[src/rtl/tt_pkg.sv]
// Shared definitions for the truth-table scanner.
//   state_t : scanner FSM states
//   tw_of   : truth-table width for a given number of function inputs
//   cnt_w   : settle-counter width for a given hold length (minimum 1 bit)
package tt_pkg;

  typedef enum logic [1:0] {
    IDLE  = 2'd0,
    DRIVE = 2'd1,
    DONE  = 2'd2
  } state_t;

  function automatic int tw_of(input int n_in);
    return 1 << n_in;
  endfunction

  // The counter only ever holds SETTLE_CYCLES-1 down to 0.
  function automatic int cnt_w(input int settle);
    return (settle <= 2) ? 1 : $clog2(settle);
  endfunction

endpackage

[src/rtl/tt_first_diff.sv]
// Lowest-set-bit priority encoder over (captured ^ expected).
//   captured : sampled truth table
//   expected : reference truth table
//   idx      : lowest index where the two differ (0 when identical)
//   any_set  : 1 when at least one bit differs
module tt_first_diff
  import tt_pkg::*;
#(
  parameter int N_IN = 3,
  parameter int TW   = tw_of(N_IN)
) (
  input  logic [TW-1:0]   captured,
  input  logic [TW-1:0]   expected,
  output logic [N_IN-1:0] idx,
  output logic            any_set
);

  logic [TW-1:0] diff;

  assign diff = captured ^ expected;

  always_comb begin
    idx     = '0;
    any_set = 1'b0;
    for (int unsigned i = 0; i < TW; i++) begin
      if (diff[i] && !any_set) begin
        idx     = N_IN'(i);
        any_set = 1'b1;
      end
    end
  end

endmodule

[src/rtl/tt_scanner.sv]
// Sequential truth-table scanner: walks abc through 0..TW-1, holds each
// pattern SETTLE_CYCLES cycles, samples y_in at the end of each window,
// and compares the captured table with the expected table latched at start.
//   clk, rst_n : clock, asynchronous active-low reset
//   start      : scan request (accepted in IDLE only)
//   expected   : expected table, bit k = y for pattern k
//   y_in       : output of the function under test
//   abc        : pattern driven to the function under test (MSB = a)
//   busy       : high while patterns are being driven
//   done       : one-cycle result strobe
//   pass       : captured == expected
//   fail_idx   : lowest mismatching index (0 on pass)
//   table_out  : captured truth table
module tt_scanner
  import tt_pkg::*;
#(
  parameter int N_IN          = 3,
  parameter int SETTLE_CYCLES = 2
) (
  input  logic                    clk,
  input  logic                    rst_n,
  input  logic                    start,
  input  logic [tw_of(N_IN)-1:0]  expected,
  input  logic                    y_in,
  output logic [N_IN-1:0]         abc,
  output logic                    busy,
  output logic                    done,
  output logic                    pass,
  output logic [N_IN-1:0]         fail_idx,
  output logic [tw_of(N_IN)-1:0]  table_out
);

  localparam int TW = tw_of(N_IN);
  localparam int CW = cnt_w(SETTLE_CYCLES);
  localparam logic [CW-1:0] CNT_LOAD = CW'(SETTLE_CYCLES - 1);

  if (SETTLE_CYCLES < 1) begin : g_bad_settle
    $error("tt_scanner: SETTLE_CYCLES must be >= 1");
  end

  state_t          state;
  logic [TW-1:0]   exp_q;
  logic [CW-1:0]   cnt;
  logic [TW-1:0]   table_nxt;
  logic [N_IN-1:0] diff_idx;
  logic            diff_any;

  // abc doubles as the pattern index k: it is 0 in IDLE and DONE anyway.
  // The final verdict must include the bit sampled on the same edge, so the
  // comparator looks at the table with the current y_in merged in.
  always_comb begin
    table_nxt      = table_out;
    table_nxt[abc] = y_in;
  end

  tt_first_diff #(
    .N_IN (N_IN),
    .TW   (TW)
  ) u_first_diff (
    .captured (table_nxt),
    .expected (exp_q),
    .idx      (diff_idx),
    .any_set  (diff_any)
  );

  always_ff @(posedge clk or negedge rst_n) begin
    if (!rst_n) begin
      state     <= IDLE;
      exp_q     <= '0;
      cnt       <= '0;
      abc       <= '0;
      busy      <= 1'b0;
      done      <= 1'b0;
      pass      <= 1'b0;
      fail_idx  <= '0;
      table_out <= '0;
    end else begin
      case (state)
        IDLE: begin
          done <= 1'b0;
          if (start) begin
            state     <= DRIVE;
            exp_q     <= expected;
            abc       <= '0;
            cnt       <= CNT_LOAD;
            table_out <= '0;
            pass      <= 1'b0;
            fail_idx  <= '0;
            busy      <= 1'b1;
          end
        end
        DRIVE: begin
          if (cnt != '0) begin
            cnt <= cnt - CW'(1);
          end else begin
            table_out <= table_nxt;
            if (abc == '1) begin
              state    <= DONE;
              abc      <= '0;
              busy     <= 1'b0;
              done     <= 1'b1;
              pass     <= !diff_any;
              fail_idx <= diff_idx;
            end else begin
              abc <= abc + N_IN'(1);
              cnt <= CNT_LOAD;
            end
          end
        end
        DONE: begin
          done  <= 1'b0;
          state <= IDLE;
        end
        default: state <= IDLE;
      endcase
    end
  end

endmodule

[config.mk]
export PLATFORM = sky130hd
export DESIGN_NAME = tt_scanner
export DESIGN_NICKNAME = d
export VERILOG_FILES = /design/src/rtl/tt_pkg.sv /design/src/rtl/tt_first_diff.sv /design/src/rtl/tt_scanner.sv
export SDC_FILE = /design/constraint.sdc
export NUM_CORES = 1
export LEC_CHECK = 0
export CAP_MARGIN = 10
export CORE_MARGIN = 2
export CORE_UTILIZATION = 50
export DETAILED_ROUTE_END_ITERATION = 6
export DONT_BUFFER_PORTS = 1
export PLACE_DENSITY_LB_ADDON = 0.1
export SYNTH_ARGS = -nofsm -noshare
export SYNTH_HDL_FRONTEND = slang
export SYNTH_SLANG_ARGS = --single-unit
[constraint.sdc]
create_clock -name clk -period 2.3 [get_ports clk]
set_input_delay 0.46 -clock clk [delete_from_list [all_inputs] [get_ports clk]]
set_output_delay 0.46 -clock clk [all_outputs]
set_load 0.1 [all_outputs]
==> out/metrics.yaml <==
regArea_sq_um: 703
rsz0062_at_grt: "false"
timing.final.crit_period_ps: 2060
insertedDiodeCount: 0
synth_cell_types: 42
multi_input_area_sq_um: 787
worst_pin_slew_ps: 908
post_drt_via_cell_ratio: 5.65
layout.nets: 176
dieArea_sq_um: 3570
crit_type: "reg2reg"
cts_tree: "done"
synth_cells: 139
numCtsBuffers: 3
slew-limit-headroom: 0.395
synth-seq-cells: 28
io_pins: 29
groute.usage.overall: 0.193
numPortBuffers: 0
fin_skew_ps: 7.38
cts_resized: 0
grt_antenna_before_repair: 0
drcViolationCount: 0
wirelength_um: 3030
dieHeight_um: 59.7
initial_core_util: 0.517
vias: 1097
fillers: 253
htreeDepth: 1
layout_common_cells: "26 x dfrtp_1, 21 x buf_4, 11 x nand2_1"
rows: 20
setup-tns-final_ps: 0
drive_gt1_frac: 0.317
fin_util: 0.593
cap_violations: 0
grt_max_degree: 29
grt_overflow: 0
clkLatencyLatePin_ps: 320
cts_sinks: 28
fmax_mhz: 485
syn_to_final_growth_pct: 14.7
hold_path_class: "in2reg"
grt_pass1_vias: 1088
critical_path.endpoint_type: "flip-flop"
firstDrtPassIters: 4
seq_area_frac_synth: 0.451
root_buffer: "clkbuf_4"
clk_pin_slew_worst_paths_ps: 150
gp_congestion: 0.847
hold_violations: 0
cp_max_fo: 6
finalMaxSlewViolations: 0
yosysWarnings: 0
arrival_ps: 2290
grt_pass1_wl_um: 5200
outcome: "finished clean"
core-area_sq_um: 3000
layout_commonest_cell: "dfrtp_1"
required_ps: 2530
period_share: 0.896
wl_per_cell_um: 15.6
syn-num-nets: 153
syn_area_sq_um: 1550
postCtsSetupBuffers: 0
fp.dieW_um: 59.7
ant_nets: 0
dpl.hpwl_um: 2310
cp-start-kind: "flip-flop"
clockBufferDepth: 2
drt_iter0_markers: 48
finalSetupViolCount: 0
syn_area_per_cell_sq_um: 11.2
cts_hold_buffers: 2
## sequential cells by signal, indices dropped and copies added, names as in the netlist
name and count:
done 1, exp_q 8, state 2, table_out 8, cnt 1, busy 1, fail_idx 3, pass 1
abc 3
## cells by family (layout without fill, tap and decap cells)
kind of cell,count (synthesis),count (layout),share of synthesized area
AOI/OAI and AO/OA,29,29,0.131
xor gates and xnor gates,8,8,0.0500
adders and majority gates,2,2,0.0161
buffers and inverters,12,34,0.0419
DFF,28,28,0.451
muxes,16,16,0.110
and+or+nand+nor,44,44,0.201
## area by class of cell
class | count | area share
inverters | 7 | 0.0147
flip-flops and latches | 28 | 0.395
well taps | 33 | 0.0232
clock buffers | 4 | 0.0204
repair buffers | 23 | 0.105
multi-input cells | 99 | 0.442
## Yosys cell counts, drive strengths merged
| master | instances | area [sq um] |
|---|---|---|
| o221ai | 1 | 8.76 |
| a41oi | 1 | 8.76 |
| nor2 | 13 | 61.3 |
| nand4 | 1 | 12.5 |
| ha | 2 | 25.0 |
| a32o | 1 | 10.0 |
| mux2i | 8 | 80.1 |
| clkbuf | 1 | 3.75 |
| a31oi | 1 | 6.26 |
| nor3b | 4 | 51.3 |
| nor2b | 1 | 8.76 |
| and2 | 1 | 6.26 |
| a21oi | 7 | 35.0 |
| dfrtp | 28 | 701 |
| o21ai | 4 | 20.0 |
| buf | 4 | 35.0 |
| inv | 7 | 26.3 |
| a21o | 1 | 7.51 |
| nand2 | 11 | 41.3 |
| o21ba | 1 | 10.0 |
| o22ai | 4 | 25.0 |
| o21bai | 1 | 7.51 |
| o41ai | 1 | 8.76 |
| o31ai | 2 | 20.0 |
| nand3b | 3 | 60.1 |
| nor3 | 2 | 21.3 |
| xnor2 | 7 | 68.8 |
| xor2 | 1 | 8.76 |
| a22o | 4 | 35.0 |
| mux2 | 8 | 90.1 |
| nand2b | 3 | 18.8 |
| nand3 | 5 | 30.0 |
## final timing paths
kind,cells past startpoint,end,startpoint,slack [ps]
hold / removal,2,table_out[1],y_in,250
setup / recovery,8,fail_idx[0],abc[0],240
hold reg to reg,2,done,done,500
max in group asynchronous,2,fail_idx[0],rst_n,1580
setup reg to reg,8,fail_idx[0],abc[0],240
min in group asynchronous,2,state[0],rst_n,550
## worst max-delay path, stage by stage (launching register included)
cell      delay, ps
dfrtp_1         580
buf_4           220
buf_4           150
nand3b_4         90
mux2i_1         170
xnor2_1         310
a21oi_1          70
o21ba_1         190
o31ai_1         200
## stage by stage
step           area, sq um  worst slack [ps]  hold WS [ps]  std cells
6_report              1780               240           253        194
5_1_grt               1780               115           243        194
4_1_cts               1780               215           242        194
3_5_place_dp          1720               258           165        188
3_3_place_gp          1720               327           165        188
2_1_floorplan         1560              12.9           164        139
## layer usage
metal / global-route usage / vias to the layer above / wire (um)
met2: 0.290 / 22 / 1420
met1: 0.285 / 534 / 1440
met4: 0.0571 / 0 / 38
li1: - / 537 / -
met3: 0.0346 / 4 / 128
met5: 0 / - / 0
Power is left out: the tool's default activity adds up to more than one toggle a clock period on the data nets, which glitch-free logic cannot reach.
